`src/rtl/if_fetch_stage_pkg.sv`:
```
// ---------------------------------------------------------------------------
// if_fetch_stage_pkg
//   Shared definitions for the instruction-fetch stage: data/address widths,
//   FSM state encodings, the default NOP encoding, the skid-buffer entry type
//   and the modulo PC increment helper.
// ---------------------------------------------------------------------------
package if_fetch_stage_pkg;

  localparam int INSTR_W = 16;
  localparam int ADDR_W  = 16;

  // Fetch FSM encodings (plain constants for legacy tool compatibility)
  localparam logic [1:0] ST_FETCH = 2'd0;
  localparam logic [1:0] ST_WAIT  = 2'd1;
  localparam logic [1:0] ST_DROP  = 2'd2;

  localparam logic [INSTR_W-1:0] NOP_INSTR_DEF = 16'h0800;

  // One parked instruction together with the address it was fetched from
  typedef struct packed {
    logic [INSTR_W-1:0] instr;
    logic [ADDR_W-1:0]  pc;
  } skid_entry_t;

  // PC arithmetic wraps silently at the top of the 16-bit space
  function automatic logic [ADDR_W-1:0] pc_inc(input logic [ADDR_W-1:0] pc,
                                               input logic [ADDR_W-1:0] step);
    pc_inc = pc + step;
  endfunction

endpackage

```
`src/rtl/if_fetch_stage_skid_buf.sv`:
```
// ---------------------------------------------------------------------------
// if_skid_buf
//   One-entry buffer that parks a returned instruction while decode is
//   stalled and the IF/ID register is already occupied.
// Ports
//   i_clk    : clock
//   i_rst    : synchronous active-high reset (empties the buffer)
//   i_clear  : discard contents (redirect); wins over load/drain
//   i_load   : write i_entry, buffer becomes full
//   i_drain  : contents consumed, buffer becomes empty
//   i_entry  : {instr, pc} to park
//   o_full   : buffer holds a valid entry
//   o_entry  : parked {instr, pc}
// ---------------------------------------------------------------------------
module if_skid_buf
  import if_fetch_stage_pkg::*;
(
  input  logic        i_clk,
  input  logic        i_rst,
  input  logic        i_clear,
  input  logic        i_load,
  input  logic        i_drain,
  input  skid_entry_t i_entry,
  output logic        o_full,
  output skid_entry_t o_entry
);

  logic        r_full;
  skid_entry_t r_entry;

  // Occupancy flag and stored entry
  always_ff @(posedge i_clk) begin
    if (i_rst) begin
      r_full  <= 1'b0;
      r_entry <= '0;
    end else if (i_clear) begin
      r_full  <= 1'b0;
    end else if (i_load) begin
      r_full  <= 1'b1;
      r_entry <= i_entry;
    end else if (i_drain) begin
      r_full  <= 1'b0;
    end else begin
      r_full  <= r_full;
    end
  end

  assign o_full  = r_full;
  assign o_entry = r_entry;

endmodule

```
`src/rtl/if_fetch_stage.sv`:
```
// ---------------------------------------------------------------------------
// if_fetch_stage
//   Instruction-fetch stage. Owns the PC, issues req/ack fetches to
//   instruction memory and fills the IF/ID pipeline register. Handles decode
//   stalls (via a one-entry skid buffer), branch/jump redirects, shared-memory
//   conflicts and arbitrary memory latency.
// Ports
//   i_clk, i_rst        : clock, synchronous active-high reset
//   o_imem_req          : fetch request, held with stable address until ack
//   o_imem_addr         : fetch address
//   i_imem_ack          : one-cycle pulse, i_imem_rdata valid (may be same cycle)
//   i_imem_rdata        : fetched instruction
//   i_mem_conflict      : data stage owns the memory this cycle
//   i_stall             : decode cannot accept, IF/ID must hold
//   i_redirect          : taken branch/jump, discard younger fetches
//   i_redirect_pc       : redirect target
//   o_id_valid          : IF/ID holds a real instruction
//   o_id_instr          : IF/ID instruction (NOP_INSTR when invalid)
//   o_id_pc             : PC of o_id_instr
//   o_id_pc_next        : o_id_pc + PC_STEP (link value)
// ---------------------------------------------------------------------------
module if_fetch_stage
  import if_fetch_stage_pkg::*;
#(
  parameter logic [15:0] RESET_PC  = 16'h0000,
  parameter logic [15:0] PC_STEP   = 16'd1,
  parameter logic [15:0] NOP_INSTR = NOP_INSTR_DEF
) (
  input  logic        i_clk,
  input  logic        i_rst,
  output logic        o_imem_req,
  output logic [15:0] o_imem_addr,
  input  logic        i_imem_ack,
  input  logic [15:0] i_imem_rdata,
  input  logic        i_mem_conflict,
  input  logic        i_stall,
  input  logic        i_redirect,
  input  logic [15:0] i_redirect_pc,
  output logic        o_id_valid,
  output logic [15:0] o_id_instr,
  output logic [15:0] o_id_pc,
  output logic [15:0] o_id_pc_next
);

  logic [1:0]  r_state;
  logic [15:0] r_pc;
  logic [15:0] r_req_addr;

  logic        r_id_valid;
  logic [15:0] r_id_instr;
  logic [15:0] r_id_pc;
  logic [15:0] r_id_pc_next;

  logic        w_req_raw;
  logic        w_issue;
  logic [15:0] w_addr;
  logic        w_ack_ok;
  logic        w_capture;
  logic        w_cap_to_id;
  logic        w_skid_load;
  logic        w_skid_drain;
  logic        w_skid_full;
  skid_entry_t w_skid_in;
  skid_entry_t w_skid_out;

  // Request/address selection. The request must react to mem_conflict in the
  // same cycle, so these are combinational rather than registered.
  always_comb begin
    w_req_raw = 1'b0;
    w_addr    = r_pc;
    case (r_state)
      ST_FETCH: begin
        // New fetches wait until any parked instruction has been drained
        w_req_raw = !i_mem_conflict && !w_skid_full;
        w_addr    = r_pc;
      end
      ST_WAIT, ST_DROP: begin
        w_req_raw = !i_mem_conflict;
        w_addr    = r_req_addr;
      end
      default: begin
        w_req_raw = 1'b0;
        w_addr    = r_pc;
      end
    endcase
  end

  assign w_issue  = w_req_raw && !i_rst;
  // An ack only counts when our request is actually visible to memory
  assign w_ack_ok = w_issue && i_imem_ack;

  assign o_imem_req  = w_issue;
  assign o_imem_addr = w_addr;

  // Returned data is kept unless it belongs to a dropped or redirected fetch.
  // w_addr is used (not r_req_addr) so a same-cycle ack in FETCH tags correctly.
  assign w_capture    = w_ack_ok && (r_state != ST_DROP) && !i_redirect;
  assign w_cap_to_id  = w_capture && (!i_stall || !r_id_valid);
  assign w_skid_load  = w_capture && i_stall && r_id_valid;
  assign w_skid_drain = !i_redirect && !w_capture && !i_stall && w_skid_full;
  assign w_skid_in    = '{instr: i_imem_rdata, pc: w_addr};

  if_skid_buf u_skid (
    .i_clk   (i_clk),
    .i_rst   (i_rst),
    .i_clear (i_redirect),
    .i_load  (w_skid_load),
    .i_drain (w_skid_drain),
    .i_entry (w_skid_in),
    .o_full  (w_skid_full),
    .o_entry (w_skid_out)
  );

  // Fetch FSM, PC and in-flight request address
  always_ff @(posedge i_clk) begin
    if (i_rst) begin
      r_state    <= ST_FETCH;
      r_pc       <= RESET_PC;
      r_req_addr <= RESET_PC;
    end else begin
      case (r_state)
        ST_FETCH: begin
          if (w_issue) begin
            r_req_addr <= r_pc;
          end else begin
            r_req_addr <= r_req_addr;
          end
          if (i_redirect) begin
            r_pc <= i_redirect_pc;
            // A request already on the bus must still be completed
            r_state <= (w_issue && !i_imem_ack) ? ST_DROP : ST_FETCH;
          end else if (w_ack_ok) begin
            r_pc    <= pc_inc(r_pc, PC_STEP);
            r_state <= ST_FETCH;
          end else if (w_issue) begin
            r_state <= ST_WAIT;
          end else begin
            r_state <= ST_FETCH;
          end
        end
        ST_WAIT: begin
          if (i_redirect) begin
            r_pc    <= i_redirect_pc;
            r_state <= w_ack_ok ? ST_FETCH : ST_DROP;
          end else if (w_ack_ok) begin
            r_pc    <= pc_inc(r_req_addr, PC_STEP);
            r_state <= ST_FETCH;
          end else begin
            r_state <= ST_WAIT;
          end
        end
        ST_DROP: begin
          // Only the target moves; the orphaned request finishes at its old address
          if (i_redirect) begin
            r_pc <= i_redirect_pc;
          end else begin
            r_pc <= r_pc;
          end
          if (w_ack_ok) begin
            r_state <= ST_FETCH;
          end else begin
            r_state <= ST_DROP;
          end
        end
        default: begin
          r_state <= ST_FETCH;
        end
      endcase
    end
  end

  // IF/ID pipeline register: redirect > capture > drain/bubble > stall hold
  always_ff @(posedge i_clk) begin
    if (i_rst) begin
      r_id_valid   <= 1'b0;
      r_id_instr   <= NOP_INSTR;
      r_id_pc      <= 16'h0000;
      r_id_pc_next <= 16'h0000;
    end else if (i_redirect) begin
      r_id_valid <= 1'b0;
      r_id_instr <= NOP_INSTR;
    end else if (w_cap_to_id) begin
      r_id_valid   <= 1'b1;
      r_id_instr   <= i_imem_rdata;
      r_id_pc      <= w_addr;
      r_id_pc_next <= pc_inc(w_addr, PC_STEP);
    end else if (!i_stall) begin
      if (w_skid_full) begin
        r_id_valid   <= 1'b1;
        r_id_instr   <= w_skid_out.instr;
        r_id_pc      <= w_skid_out.pc;
        r_id_pc_next <= pc_inc(w_skid_out.pc, PC_STEP);
      end else begin
        r_id_valid <= 1'b0;
        r_id_instr <= NOP_INSTR;
      end
    end else begin
      r_id_valid <= r_id_valid;
    end
  end

  assign o_id_valid   = r_id_valid;
  assign o_id_instr   = r_id_instr;
  assign o_id_pc      = r_id_pc;
  assign o_id_pc_next = r_id_pc_next;

endmodule
```
`config.mk`:
```
export PLATFORM = sky130hd
export DESIGN_NAME = if_fetch_stage
export DESIGN_NICKNAME = d
export VERILOG_FILES = /design/src/rtl/if_fetch_stage_pkg.sv /design/src/rtl/if_fetch_stage_skid_buf.sv /design/src/rtl/if_fetch_stage.sv
export SDC_FILE = /design/constraint.sdc
export NUM_CORES = 1
export LEC_CHECK = 0
export ABC_AREA = 1
export BUFFER_PORTS_ARGS = -buffer_cell sky130_fd_sc_hd__buf_2
export CORE_ASPECT_RATIO = 1.2
export CORE_MARGIN = 2
export CORE_UTILIZATION = 35
export CTS_BUF_LIST = sky130_fd_sc_hd__clkbuf_16
export CTS_CLUSTER_SIZE = 30
export DETAILED_ROUTE_END_ITERATION = 12
export RECOVER_POWER = 100
export SLEW_MARGIN = 0
export SYNTH_ARGS = -nofsm -noshare
export SYNTH_HDL_FRONTEND = slang
export SYNTH_SLANG_ARGS = --single-unit
```
`constraint.sdc`:
```
create_clock -name i_clk -period 2.41 [get_ports i_clk]
set_input_delay 0.1205 -clock i_clk [delete_from_list [all_inputs] [get_ports i_clk]]
set_output_delay 0.1205 -clock i_clk [all_outputs]
set_load 0.05 [all_outputs]
```
==> flow_summary.toml <==
[sta]
setup_viol = 0
hold_viol = 0
maxSlewHeadroom_pct = 55.65
worstMarginPinSlew_ns = 0.6582
finClkSkew_ns = 0.01217
min_period_ns = 2.348
post-route-period-util_pct = 97.41
rsz0062_at_grt = "true"
slew_viol_final = 0
fmax_ghz = 0.4260

[floorplanning]
io_pins = 104
dieWidth_um = 125.5
die_y_um = 149.8
initial_core_util_pct = 35.53
placementRows = 53
core_um2 = 17440
dieArea_um2 = 18790

[synthesis]
synth_cell_types = 43
synthCells = 932
synth_area_leaders = "dfxtp_1, nand2_1, o21ai_0, nor2_1, a21oi_1"
ys_seq_area_share_pct = 37.47
yosysWarnings = 0
ys.flop_type = "dfxtp_1"
avgSynthCellArea_um2 = 6.649
synth.largest_area_cell = "dfxtp_1"
synth-edff-count = 0
netlist.area_leader.share_pct = 37.47
synth_nets = 976
async_reset_ff_share_pct = 0
yosys_register_bits = 116
netlist_area_um2 = 6197

[global_route]
grt-ovfl-total = 0
antenna_found_initial = 0
grt_pass1_wl_mm = 31.03
grt_max_degree = 66
grt_pass1_vias = 6173
grtUsageTotal_pct = 20.35

[hold_path]
hold_end = "r_pc[5]"
hp-start = "i_redirect_pc[5]"
min_path_type = "in2reg"
hold_path_depth = 3

[clock_tree]
cts_buffers = 17
clock-root-buffer = "clkbuf_16"
clockBufferDepth = 2
clk_latency_ns = 0.42
htree_levels = 4
clkTransAtPathRegs_ns = 0.06
cts.sinks = 116
cts_tree = "done"

[final_layout]
layout.cells.non_filler = 1330
drive_gt1_share_pct = 22.70
final_nets = 1141
final_common_cell = "nand2_1"
antenna_cells = 0
area_growth_pct = 36.81
layout_common_cells = "nand2_1, dfxtp_1, nor2_1"

[placement]
port_buffers = 103
dp.cells = 1267
gp_congestion = 0.8468
dpl.hpwl_mm = 13.15

[critical_path]
cp_max_fo = 7
cp.arrival_ns = 2.71
rr_startpoint = "r_state[1]"
critical_path_class = "reg2reg"
r2r_end = "o_id_pc_next[6]"
rrSetupSlack_ns = 0.06
crit_required_ns = 2.78
startpoint_type = "flip-flop"
worstRegToRegCells = 18
crit_path_end_kind = "flip-flop"

[route]
drtIter0Drc = 442
via_per_inst = 5.074
vias = 6749
drc_errors = 0
wl_mm = 19.54
postRouteAntennaNets = 0
wl_per_cell_um = 14.69
dr.pass1.iters = 6

[pwr]
power.density_nw_per_um2 = 659.9
power_mw = 5.595
vdd_drop_max_uv = 430.3
leakagePower_nw = 3.571

[flow_run]
maxCapViolCount = 0

[outcome]
outcome = "complete, no violations"
## synthesized netlist by cell type, types with 2 or more instances
library cell,n
nand3_2,3
a21oi_1,74
o311ai_0,2
nor3b_1,2
a211oi_1,8
dfxtp_1,116
o21ai_2,3
o21ai_1,5
nand4_1,33
nor2_2,6
nand2_2,3
o211ai_1,9
o21ai_0,106
a221oi_1,2
or2_2,7
nor2_1,121
o31ai_1,3
nor3_1,10
nand3_1,44
buf_4,3
buf_2,9
inv_2,5
buf_1,2
xor2_1,6
inv_1,94
a31oi_1,14
nor2_4,3
ha_1,6
buf_6,5
clkbuf_1,37
nand2_1,179
## registers in the layout, summed over array words and instances (netlist names)
name,flops
o_id_instr,16
o_id_pc,16
o_id_pc_next,16
o_id_valid,1
r_pc,16
r_req_addr,16
r_state,2
u_skid.o_entry,32
u_skid.o_full,1
## worst max-delay path, cell delays in order (launching register included)
cell	delay, ns
dfxtp_2	0.33
buf_6	0.11
ha_4	0.14
inv_2	0.06
nand2_2	0.06
nor2_4	0.14
nand3_4	0.10
nor2_4	0.17
nand3_4	0.13
buf_12	0.17
o21ai_4	0.16
nand2_2	0.08
nor2_4	0.13
buf_4	0.14
buf_4	0.11
nand4_1	0.07
nand3_1	0.08
nand2_1	0.05
inv_1	0.07
## routing by layer
metal  global-route usage (%)  vias to the layer above  share of wire [%]
li1                         -                     3443                  -
met1                    27.41                     3103                 46
met2                    32.86                      174                 48
met3                    3.647                       29                4.5
met4                    7.111                        0                1.7
met5                        0                        -                  0
## worst max-delay path by stage
stage                          start          endpoint  slack (ns)  cells past startpoint
after floorplan           r_state[0]  o_id_pc_next[13]       0.004                     15
after global placement    r_state[1]  o_id_pc_next[13]        0.05                     16
after detailed placement  r_state[0]  o_id_pc_next[13]      -0.008                     16
after CTS                 r_state[1]   o_id_pc_next[6]        0.01                     18
after global routing      r_state[1]  o_id_pc_next[12]       -0.04                     18
final                     r_state[1]   o_id_pc_next[6]        0.06                     18
## power by group
part	switching (mW)	total [mW]	internal [mW]
clock	0.998	2.52	1.53
combinational	0.672	1.01	0.341
sequential	0.0721	2.06	1.99
## logic make-up after synthesis
group,Yosys count,share of synthesized area (%)
AOI/OAI and AO/OA,233,20.78
xor gates and xnor gates,6,0.8480
adders and majority gates,6,1.211
buffers and inverters,157,10.52
DFF,116,37.47
and+or+nand+nor,414,29.17
## layout make-up
type,count,area (µm²)
Clock buffer,17,425.4
Clock inverter,15,156.4
Fill cell,1808,8962
Inverter,101,386.6
Multi-Input combinational cell,659,3501
Sequential cell,116,2325
Tap cell,220,275.3
Timing Repair Buffer,200,1396
Timing Repair inverter,2,12.51
## through the flow
| stage | cell area (µm²) | utilization [%] | TNS (ns) | hold WS, ns | worst slack (ns) |
|---|---|---|---|---|---|
| CTS | 8157 | 46.77 | 0 | 0.006703 | 0.01156 |
| global route | 8478 | 48.61 | -0.1595 | 0.04501 | -0.04460 |
| global placement | 7385 | 42.34 | 0 | 0.3671 | 0.05202 |
| floorplan | 6286 | - | 0 | 0.2554 | 0.003853 |
| detailed placement | 7385 | 42.34 | -0.007993 | 0.3705 | -0.007993 |
| finish | 8478 | 48.61 | 0 | 0.01892 | 0.06240 |
## timing repair
action                     in CTS  in global routing
cloned                          0                  7
setup buffers                   2                  6
hold buffers                   17                  0
setup endpoints to repair       2                 36
resized for setup               1                 65
pin swaps                       1                 22
hold endpoints to repair       31                  0
Note: power is estimated with default switching activity, not from simulation.
